===== src/rtl/microcode_pkg.sv =====
// microcode_pkg: shared widths, microword layout, FSM states and the default microprogram
package microcode_pkg;
  localparam int DEF_STATE_W = 3;
  localparam int DEF_CTRL_W = 8;
  localparam int DEF_WAIT_W = 4;
  localparam int DEF_DEPTH = 2 ** DEF_STATE_W;
  typedef struct packed {
    logic [DEF_CTRL_W-1:0] ctrl;
    logic [DEF_STATE_W-1:0] addr_t;
    logic [DEF_STATE_W-1:0] addr_f;
    logic [1:0] csel;
    logic cinv;
    logic [DEF_WAIT_W-1:0] wait_cnt;
    logic halt;
  } microword_t;
  typedef enum logic [1:0] {ST_IDLE, ST_EXEC, ST_DWELL, ST_DONE} seq_state_t;
  function automatic microword_t mw(input logic [DEF_CTRL_W-1:0] c, input logic [DEF_STATE_W-1:0] t,
                                    input logic [DEF_STATE_W-1:0] f, input logic [1:0] s, input logic i,
                                    input logic [DEF_WAIT_W-1:0] w, input logic h);
    mw = '{ctrl: c, addr_t: t, addr_f: f, csel: s, cinv: i, wait_cnt: w, halt: h};
  endfunction
  // Straight-line program 0->1->2->3 halting at 3; spare words loop on themselves.
  localparam microword_t [DEF_DEPTH-1:0] DEFAULT_ROM = {
    mw(8'h00, 3'd7, 3'd7, 2'd0, 1'b0, 4'd0, 1'b0),
    mw(8'h00, 3'd6, 3'd6, 2'd0, 1'b0, 4'd0, 1'b0),
    mw(8'h00, 3'd5, 3'd5, 2'd0, 1'b0, 4'd0, 1'b0),
    mw(8'h00, 3'd4, 3'd4, 2'd0, 1'b0, 4'd0, 1'b0),
    mw(8'hA3, 3'd0, 3'd0, 2'd0, 1'b0, 4'd0, 1'b1),
    mw(8'hA2, 3'd3, 3'd3, 2'd0, 1'b0, 4'd0, 1'b0),
    mw(8'hA1, 3'd2, 3'd2, 2'd0, 1'b0, 4'd0, 1'b0),
    mw(8'hA0, 3'd1, 3'd1, 2'd0, 1'b0, 4'd0, 1'b0)
  };
endpackage


===== src/rtl/microcode_sequencer_if.sv =====
// microcode_sequencer_if: sequencer <-> next-state register / controller signal bundle
interface microcode_sequencer_if import microcode_pkg::*; #(
  parameter int STATE_W = DEF_STATE_W,
  parameter int CTRL_W = DEF_CTRL_W
);
  logic start;
  logic [3:0] cond;
  logic [STATE_W-1:0] cur_state;
  logic [STATE_W-1:0] next_state;
  logic load;
  logic state_clr;
  logic [CTRL_W-1:0] ctrl;
  logic busy;
  logic done;
  modport slave (input start, cond, cur_state, output next_state, load, state_clr, ctrl, busy, done);
  modport master (output start, cond, cur_state, input next_state, load, state_clr, ctrl, busy, done);
endinterface


===== src/rtl/cond_sync.sv =====
// cond_sync: two-flop per-bit synchroniser for asynchronous condition flags
module cond_sync #(
  parameter int W = 4
) (
  input  logic         clk,
  input  logic         reset_n,
  input  logic [W-1:0] d,
  output logic [W-1:0] q
);
  logic [W-1:0] s1_q, s2_q;
  // Two back-to-back stages give metastability settling time before use.
  always_ff @(posedge clk or negedge reset_n) begin
    if (!reset_n) begin
      s1_q <= '0;
      s2_q <= '0;
    end else begin
      s1_q <= d;
      s2_q <= s1_q;
    end
  end
  assign q = s2_q;
endmodule


===== src/rtl/microcode_sequencer.sv =====
// microcode_sequencer: two-address microcode next-address stage with run/halt and dwell; COND_SYNC_EN adds cond synchroniser
module microcode_sequencer import microcode_pkg::*; #(
  parameter int STATE_W = DEF_STATE_W,
  parameter int CTRL_W = DEF_CTRL_W,
  parameter int WAIT_W = DEF_WAIT_W,
  parameter logic [2**STATE_W-1:0][CTRL_W+2*STATE_W+WAIT_W+3:0] ROM = DEFAULT_ROM
) (
  input logic clk,
  input logic reset_n,
  microcode_sequencer_if.slave bus
);
  typedef struct packed {
    logic [CTRL_W-1:0] ctrl;
    logic [STATE_W-1:0] addr_t;
    logic [STATE_W-1:0] addr_f;
    logic [1:0] csel;
    logic cinv;
    logic [WAIT_W-1:0] wait_cnt;
    logic halt;
  } word_t;
  word_t w;
  logic [3:0] cond_s;
  logic c;
  seq_state_t state_q, state_d;
  logic [WAIT_W-1:0] cnt_q, cnt_d;
  assign w = ROM[bus.cur_state];
`ifdef COND_SYNC_EN
  cond_sync #(.W(4)) u_cond_sync (.clk(clk), .reset_n(reset_n), .d(bus.cond), .q(cond_s));
`else
  assign cond_s = bus.cond;
`endif
  assign c = cond_s[w.csel] ^ w.cinv;
  assign bus.next_state = c ? w.addr_t : w.addr_f;
  // FSM state and dwell counter; reset lands in IDLE so the register is held clear.
  always_ff @(posedge clk or negedge reset_n) begin
    if (!reset_n) begin
      state_q <= ST_IDLE;
      cnt_q <= '0;
    end else begin
      state_q <= state_d;
      cnt_q <= cnt_d;
    end
  end
  // Next state and outputs; load only fires in the last cycle a word is occupied.
  always_comb begin
    state_d = state_q;
    cnt_d = cnt_q;
    bus.load = 1'b0;
    bus.state_clr = 1'b0;
    bus.busy = 1'b0;
    bus.done = 1'b0;
    bus.ctrl = '0;
    case (state_q)
      ST_IDLE: begin
        bus.state_clr = 1'b1;
        state_d = bus.start ? ST_EXEC : ST_IDLE;
      end
      ST_EXEC: begin
        bus.busy = 1'b1;
        bus.ctrl = w.ctrl;
        if (w.wait_cnt != '0) begin
          cnt_d = w.wait_cnt;
          state_d = ST_DWELL;
        end else if (w.halt) begin
          state_d = ST_DONE;
        end else begin
          bus.load = 1'b1;
        end
      end
      ST_DWELL: begin
        bus.busy = 1'b1;
        bus.ctrl = w.ctrl;
        cnt_d = cnt_q - WAIT_W'(1);
        if (cnt_q == WAIT_W'(1)) begin
          bus.load = !w.halt;
          state_d = w.halt ? ST_DONE : ST_EXEC;
        end
      end
      default: begin
        bus.done = 1'b1;
        state_d = ST_IDLE;
      end
    endcase
  end
endmodule


===== src/flat_wrapper.sv =====
// flat-port wrapper written by rule: the top's interface ports become plain ports
module microcode_sequencer_flat import microcode_pkg::*;
#(
  parameter int STATE_W = DEF_STATE_W,
  parameter int CTRL_W = DEF_CTRL_W,
  parameter int WAIT_W = DEF_WAIT_W,
  parameter logic [2**STATE_W-1:0][CTRL_W+2*STATE_W+WAIT_W+3:0] ROM = DEFAULT_ROM
)
  (clk, reset_n, bus_start, bus_cond, bus_cur_state, bus_next_state, bus_load, bus_state_clr, bus_ctrl, bus_busy, bus_done);
  microcode_sequencer_if #(.STATE_W(STATE_W), .CTRL_W(CTRL_W)) bus_i ();
  input logic clk;
  input logic reset_n;
  input wire logic [$bits(bus_i.start)-1:0] bus_start;
  input wire logic [$bits(bus_i.cond)-1:0] bus_cond;
  input wire logic [$bits(bus_i.cur_state)-1:0] bus_cur_state;
  output wire logic [$bits(bus_i.next_state)-1:0] bus_next_state;
  output wire logic [$bits(bus_i.load)-1:0] bus_load;
  output wire logic [$bits(bus_i.state_clr)-1:0] bus_state_clr;
  output wire logic [$bits(bus_i.ctrl)-1:0] bus_ctrl;
  output wire logic [$bits(bus_i.busy)-1:0] bus_busy;
  output wire logic [$bits(bus_i.done)-1:0] bus_done;
  assign bus_i.start = bus_start;
  assign bus_i.cond = bus_cond;
  assign bus_i.cur_state = bus_cur_state;
  assign bus_next_state = bus_i.next_state;
  assign bus_load = bus_i.load;
  assign bus_state_clr = bus_i.state_clr;
  assign bus_ctrl = bus_i.ctrl;
  assign bus_busy = bus_i.busy;
  assign bus_done = bus_i.done;
  microcode_sequencer #(.STATE_W(STATE_W), .CTRL_W(CTRL_W), .WAIT_W(WAIT_W), .ROM(ROM)) u_core (.clk(clk), .reset_n(reset_n), .bus(bus_i));
endmodule

===== config.mk =====
export PLATFORM = sky130hd
export DESIGN_NAME = microcode_sequencer_flat
export DESIGN_NICKNAME = d
export VERILOG_FILES = /design/src/rtl/microcode_pkg.sv /design/src/rtl/microcode_sequencer_if.sv /design/src/rtl/cond_sync.sv /design/src/rtl/microcode_sequencer.sv /design/src/flat_wrapper.sv
export SDC_FILE = /design/constraint.sdc
export NUM_CORES = 1
export LEC_CHECK = 0
export BUFFER_PORTS_ARGS = -buffer_cell sky130_fd_sc_hd__buf_4
export CORE_MARGIN = 3
export CORE_UTILIZATION = 35
export CTS_CLUSTER_DIAMETER = 60
export CTS_CLUSTER_SIZE = 20
export DETAILED_ROUTE_END_ITERATION = 6
export PLACE_DENSITY = 0.75
export SYNTH_ARGS = -nofsm -noshare
export SYNTH_HDL_FRONTEND = slang
export SYNTH_SLANG_ARGS = --single-unit

===== constraint.sdc =====
create_clock -name clk -period 1.3 [get_ports clk]
set_input_delay 0.195 -clock clk [delete_from_list [all_inputs] [get_ports clk]]
set_output_delay 0.195 -clock clk [all_outputs]
set_load 0.01 [all_outputs]

-- Yosys cells after proc, flatten, opt, wreduce, memory -nomap -nowiden
Memories as Yosys holds them, arrays and structs flattened.
Cells that the tools add are included.
- register bits after elaboration: 6
- ROM bits: 176
- input port bits: 10
- output and inout bits: 15
- word-level logic and storage cells: 41
- memories kept: 1
- $add $sub $neg: 1
- magnitude comparators: 2
- equal/unequal tests: 6
- multiplexer cells: 20
- bitwise operators: 1
- reductions and logical operators: 8
- memories (memory ; depth ; bits a word ; read ports ; clocked after memory_dff ; write ports ; RTL line ; source):
    (name not given) ; 8 ; 22 ; 1 ; 0 ; 0 ; microcode_sequencer.sv:26 ; assign w = ROM[bus.cur_state];
- operators by type and width (kind ; count):
    2-to-1 mux 22 bit ; 1
    2-to-1 mux 1 bit ; 8
    2-to-1 mux 2 bit ; 4
    2-to-1 mux 8 bit ; 1
    case mux 4 bit (2 select lines) ; 1
    case mux 2 bit (3 select lines) ; 1
    == test 4 x 1 -> 1 bit (second input constant) ; 1
    less-than comparator 3 x 4 -> 1 bit (second input constant) ; 1
    2-to-1 mux 4 bit ; 1
    != test 2 x 1 -> 1 bit (second input constant) ; 2
    AND reduction 2 bit ; 2
    nonzero test 4 bit ; 1
    subtractor 4 x 1 -> 4 bit (second input constant) ; 1
    less-than comparator 2 x 3 -> 1 bit (second input constant) ; 1
    2-to-1 mux 3 bit ; 1
    != test 3 x 1 -> 1 bit (second input constant) ; 1
    OR reduction 3 bit ; 1
    binary-select mux 1 bit (select 2 bit) ; 1
    == test 2 x 1 -> 1 bit (second input constant) ; 1
    == test 2 bit (second input constant) ; 1
    zero test 2 bit ; 1
    case mux 1 bit (2 select lines) ; 1
    nonzero test 2 bit ; 1
    OR reduction 2 bit ; 1
    other kinds (2) ; 2

-- Logic depth before layout (Yosys ltp)
Gate-level depths: netlist of the first run.
- word-level depth: 6
- mapped depth: 6
- gate-level depth less buffers: 6

-- Worst setup path before layout of the first run
Ideal clock, no wire load.
- path type: reg-to-output
- start point: register u_core.state_q[1]
- end point: output bus_ctrl[0]
- arrival: 1368 ps
- required time: 1105 ps
- path slack: -263 ps
- stages on the path, launching flop included: 5
- path through: dfrtp_1 -> inv_1 -> ha_1 -> nor2b_1 -> and2_1
- cells in the longest elaborated chain, start to end: 3
- elaborated cells on any way between the ends: 4
- classes of those cells: eq/ne (2); mux (1); reduce/logical (1)
- ends and longest elaborated chain (what ; RTL line ; source):
    start, declared ; microcode_sequencer.sv:24 ; seq_state_t state_q, state_d;
    start signal, assigned ; microcode_sequencer.sv:40 ; state_q <= state_d;
    == test 2 x 1 -> 1 bit / == test 2 bit (equally long branches) ; microcode_sequencer.sv:53 ; case (state_q)
    OR reduction 2 bit (no line) * ; - ;
    2-to-1 mux 8 bit * ; microcode_sequencer.sv:53 ;
    end, declared ; flat_wrapper.sv:19 ; output wire logic [$bits(bus_i.ctrl)-1:0] bus_ctrl;
Every way passes the cells marked *; elsewhere a longest branch is shown, timed or not.

-- Final worst setup path of the first run
- start point: register u_core.state_q[0]
- end point: output bus_ctrl[0]
Same word-level chain as after synthesis.

==> reports/qor.yml, run 1 <==
run_status:
  outcome: "complete, but fails checks"
  violations: "setup timing"
worst_hold_path:
  min_path_type: "input pin to async pin"
routing:
  viasPerCell: 4.78
  drt_iter0_markers: 4
  drc_errors: 0
  wire_per_inst_um: 12.3
  num_vias: 535
  first_pass_iters: 3
  ant_nets: 0
  drt_wl_total_um: 1380
clock_network:
  cts_sinks: 6
  clk_latency_ns: 0.25
  clock_path_buffers: 2
  cts_made_buffers: 3
  cts_tree: "done"
  root_buffer: "clkbuf_4"
  htree_levels: 1
  clkTransAtPathRegs_ns: 0.05
synth:
  yosysUniqueCellTypes: 24
  synth_mux_area_share_pct: 2.04
  synth_top_area_share_pct: 27.1
  synth-xor-area-share_pct: 4.75
  ys_seq_elements: 6
  synthCells: 62
  yosysTopAreaCell: "dfrtp_1"
  synthSimpleGateAreaFrac_pct: 14.7
  synthAdderAreaFrac_pct: 22.6
  synth_top_family_by_area: "adder cells"
  synth_area_per_cell_um2: 8.92
  seq_area_frac_synth_pct: 27.1
  synth_compound_area_share_pct: 14.3
  yosys-top-cells-area: "dfrtp_1, ha_1, buf_4, inv_1, a21oi_1"
  yosysWarnings: 0
  syn-cell-area_um2: 553
timing:
  setup_viol: 10
  fmax_mhz: 638
  fin_setup_tns_ns: -1.68
  fin_crit_sh_pct: 121
  setup_slack_ns: -0.267
  fin_skew_ns: 0.00511
  layout_min_cycle_time_ns: 1.57
  finalHoldViolCount: 0
  slew_viol_final: 0
  whs_ns: 0.293
  rsz0062_at_grt: "yes"
setup_path:
  critPathMaxFanout: 4
  regToRegEndpoint: "u_core.state_q[1]$_DFFE_PN0P_"
  rrSetupSlack_ns: -0.17
  worstSetupStartpointType: "flop"
  cp.arrival_ns: 1.37
  worst_setup_path_end_kind: "output pin"
  r2r_cells: 7
  crit_required_ns: 1.11
  worstSetupPathType: "flop to output pin"
  timing.rr.start: "u_core.cnt_q[1]$_DFFE_PN0P_"
layout:
  synthToLayoutAreaGrowth_pct: 68.3
  mostFrequentLayoutCell: "buf_4"
  layout_common_cells: "buf_4, ha_1, dfrtp_1"
  nets: 119
  drive_gt1_share_pct: 59.8
  diodes: 0
  fin_util_pct: 67.3
grt:
  overflow: 0
  grt_max_degree: 8
  grt_usage_pct: 13.9
  antenna_found_initial: 0
  grt_pass1_vias: 486
  grt_pass1_wl_um: 2090
pwr:
  p_leak_nw: 0.478
  power-per-cell-area_nw_per_um2: 2430
  peakVddDrop_mv: 1.22
  finalPower_mw: 2.26
placement:
  dpl.hpwl_um: 907
  place_congestion: 0.718
  place_ws_ns: -0.102
  place.port_buffers: 16
run:
  drv_cap: 0
die:
  dieWidth_um: 45.8
  fp-row-count: 13
  start_util_pct: 40.0
  ioPinCount: 25
  core_area_um2: 1380
  die_area_um2: 2090
  dieHeight_um: 45.8
layout make-up:
cell class                 count  area, µm²
sequential                     6        150
tap                           15       18.8
fill                         100        452
multi-input combinational     45        425
clock buffer                   3       22.5
timing repair buffer          36        288
inverter                       7       26.3
cells in the mapped netlist:
cell      instances
mux2_2            1
xnor2_1           1
nor3_1            1
a31oi_1           1
nor3b_1           1
buf_2             1
and2_1            2
o21ai_1           1
a21oi_1           5
inv_1             7
nor4b_1           1
buf_4             6
a22oi_2           2
ha_1             10
nor2_1            4
o21ai_0           2
nand2_1           3
a22oi_1           1
or3b_1            1
nand2b_1          1
conb_1            1
xor2_1            2
dfrtp_1           6
nor2b_1           1
layer usage:
layer	up-vias	GRT usage, %	wire, µm
met4	0	1.70	23
met2	25	23.4	662
met3	2	6.72	122
met5	-	0	0
li1	265	-	-
met1	243	16.5	567
power breakdown:
group / switching [mW] / internal, mW
Clock: 0.0688 / 0.105
Sequential: 0.119 / 0.290
Combinational: 0.722 / 0.959
worst max path at each step:
stage / from / to / slack [ns] / cells past startpoint
2_1_floorplan: u_core.cnt_q[1]$_DFFE_PN0P_ / u_core.state_q[1]$_DFFE_PN0P_ / -0.03 / 6
3_3_place_gp: u_core.cnt_q[1]$_DFFE_PN0P_ / u_core.state_q[1]$_DFFE_PN0P_ / -0.05 / 6
3_5_place_dp: u_core.cnt_q[1]$_DFFE_PN0P_ / bus_load / -0.10 / 6
4_1_cts: u_core.state_q[0]$_DFFE_PN0P_ / bus_ctrl[1] / -0.26 / 5
5_1_grt: u_core.cnt_q[1]$_DFFE_PN0P_ / bus_load / -0.35 / 6
6_report: u_core.state_q[0]$_DFFE_PN0P_ / bus_ctrl[0] / -0.27 / 5
flip-flops by register name (all words and copies together) (netlist names):
name	cells
u_core.cnt_q	4
u_core.state_q	2
kinds of logic (layout without fill, tap and decap cells):
kind of cell | after synthesis | count (layout)
XOR/XNOR | 3 | 3
AO/OA/AOI/OAI | 12 | 12
other | 1 | 4
flip-flops | 6 | 6
AND/OR/NAND/NOR | 15 | 15
buffers and inverters | 14 | 46
adder cells (fa/ha/maj) | 10 | 10
multiplexers | 1 | 1
per-stage QoR:
step | instance area [µm²] | cells
detailed placement | 774 | 100
finish | 931 | 112
global placement | 774 | 100
global route | 931 | 112
floorplan | 603 | 65
CTS | 886 | 109
what timing repair did:
item                                   4_1_cts  5_1_grt
buffers inserted                             5        4
setup endpoints to repair                   11       10
hold buffers                                 1        0
endpoints found under the hold margin        6        0
pin swaps                                    6        5
gates cloned                                 0        0
gates resized for setup                     11        5
worst max-delay path, stage by stage (launching register included):
cell and delay (ns):
dfrtp_1 0.38, inv_2 0.08, ha_4 0.27, nor2b_4 0.16, and2_4 0.15, buf_6 0.09
No activity file was read; power rests on OpenSTA's default activity.
==> run 2, diff against run 1 <==
--- a/config.mk
+++ b/config.mk
@@ -11,6 +11,7 @@
 export CTS_CLUSTER_DIAMETER = 60
 export CTS_CLUSTER_SIZE = 20
 export DETAILED_ROUTE_END_ITERATION = 6
+export GPL_TIMING_DRIVEN = 0
 export PLACE_DENSITY = 0.75
 export SYNTH_ARGS = -nofsm -noshare
 export SYNTH_HDL_FRONTEND = slang
==> reports/qor.yml, run 2 (synthesized netlist as in run 1, its figures left out) <==
layout:
  multi_input_area_um2: 432
  nFillCells: 102
  nets: 121
  layout_common_cells: "buf_4, buf_6, ha_1"
  diodes: 0
  largest_reg_flops: 4
  mostFrequentLayoutCell: "buf_4"
  largest-register: "u_core.cnt_q"
  synthToLayoutAreaGrowth_pct: 76.5
  reg_top3: "u_core.cnt_q: 4 flops, u_core.state_q: 2 flops"
  drive_gt1_share_pct: 61.6
  final_cell_area_um2: 976
  final_cells: 114
  regArea_um2: 153
placement:
  placed_cells: 96
  dpl.hpwl_um: 828
  dpl_cell_area_um2: 742
  place_ws_ns: -0.154
  place.port_buffers: 16
  place_congestion: 0.728
run:
  drv_cap: 0
setup_path:
  worstSetupStartpointType: "flop"
  worstSetupPathType: "flop to output pin"
  crit_family: "flip-flops"
  max_stage_delay_ns: 0.42
  critPathMaxFanout: 4
  crit_required_ns: 1.11
  cp.arrival_ns: 1.41
  critPathSlowestCell: "dfrtp_2"
  worst_setup_path_end_kind: "output pin"
  crit_chain: "inv_4 > ha_4 > nor2b_4 > and2_4 > buf_6"
  cp_num_buf_inv: 2
routing:
  drc_errors: 0
  viasPerCell: 4.82
  ant_nets: 0
  num_vias: 550
  drt_iter0_markers: 2
  drt_wl_total_um: 1480
  first_pass_iters: 4
  wire_per_inst_um: 13.0
clock_network:
  htree_levels: 1
  cts_made_buffers: 3
  root_buffer: "clkbuf_4"
  clkTransAtPathRegs_ns: 0.04
  cts_tree: "done"
  cts_sinks: 6
  clk_latency_ns: 0.24
  clock_path_buffers: 2
pwr:
  p_leak_nw: 0.498
  peakVddDrop_mv: 1.20
  power-per-cell-area_nw_per_um2: 2370
timing:
  setup_viol: 12
  slew_viol_final: 0
  setup_slack_ns: -0.302
  fin_skew_ns: 0.00152
  fmax_mhz: 624
  rsz0062_at_grt: "yes"
  fin_crit_sh_pct: 123
  finalHoldViolCount: 0
  fin_setup_tns_ns: -1.90
  layout_min_cycle_time_ns: 1.60
grt:
  overflow: 0
  antenna_found_initial: 0
  grt_usage_pct: 14.1
  grt_pass1_wl_um: 2040
  grt_pass1_vias: 492
  grt_max_degree: 10
worst_hold_path:
  min_path_type: "input pin to async pin"
die:
  die_area_um2: 2090
  ioPinCount: 25
  fp-row-count: 13
  dieHeight_um: 45.8
  core_area_um2: 1380
  dieWidth_um: 45.8
  start_util_pct: 40.0
run_status:
  violations: "setup timing"
  outcome: "complete, but fails checks"
run 2: cell count changes in the layout (fill, tap and decap cells not counted), moves of 2 or more:
cell	before	now
buf_6	4	7
dfrtp_1	6	4
buf_4	31	29
dfrtp_2	0	2
run 2: what timing repair did:
action,in CTS,in global routing
endpoints found under the setup margin,10,10
resized for setup,14,11
buffers inserted,10,4
hold endpoints to repair,6,0
pin swaps,7,8
hold buffers,1,0
run 2: area by class of cell:
cell class / count / area share (%)
buffer: 7 / 5.77
clock buffer: 3 / 2.31
inverter: 7 / 2.95
multi-input combinational: 45 / 44.2
sequential: 6 / 15.6
tap: 15 / 1.92
timing repair buffer: 31 / 27.2
run 2: report_power, final:
group,internal [mW],leakage (nW),switching (mW)
clock,0.104,0.0138,0.0661
combinational,0.976,0.415,0.714
sequential,0.296,0.0686,0.154
run 2: per-stage QoR:
stage                     hold WS [ns]  utilization [%]  power (mW)
final                            0.333             70.6        2.31
after floorplan                 -0.101                -        1.18
after global placement         0.00422             53.7        1.47
after global routing             0.320             70.6        2.49
after CTS                        0.291             65.4        2.07
after detailed placement       0.00619             53.7        1.50
run 2: path summary, 6_finish.rpt:
check                                               from                            end  slack (ns)  cells past startpoint
min in group clk                               bus_start  u_core.state_q[0]$_DFFE_PN0P_        0.36                      5
max in group asynchronous                        reset_n  u_core.state_q[1]$_DFFE_PN0P_        0.84                      2
hold / removal                                   reset_n    u_core.cnt_q[3]$_DFFE_PN0P_        0.33                      2
hold reg to reg              u_core.cnt_q[3]$_DFFE_PN0P_    u_core.cnt_q[3]$_DFFE_PN0P_        0.57                      1
setup reg to reg             u_core.cnt_q[1]$_DFFE_PN0P_  u_core.state_q[0]$_DFFE_PN0P_       -0.12                      6
setup / recovery           u_core.state_q[0]$_DFFE_PN0P_                    bus_ctrl[0]       -0.30                      5
run 2: routing by layer:
layer  up-vias  wire (µm)  part of all wire (%)  global-route usage (%)
li1        272          -                     -                       -
met1       245        561                    38                    14.0
met2        31        791                    53                    26.2
met3         2        124                   8.4                    7.51
met4         0          2                  0.14                    1.70
met5         -          0                     0                       0
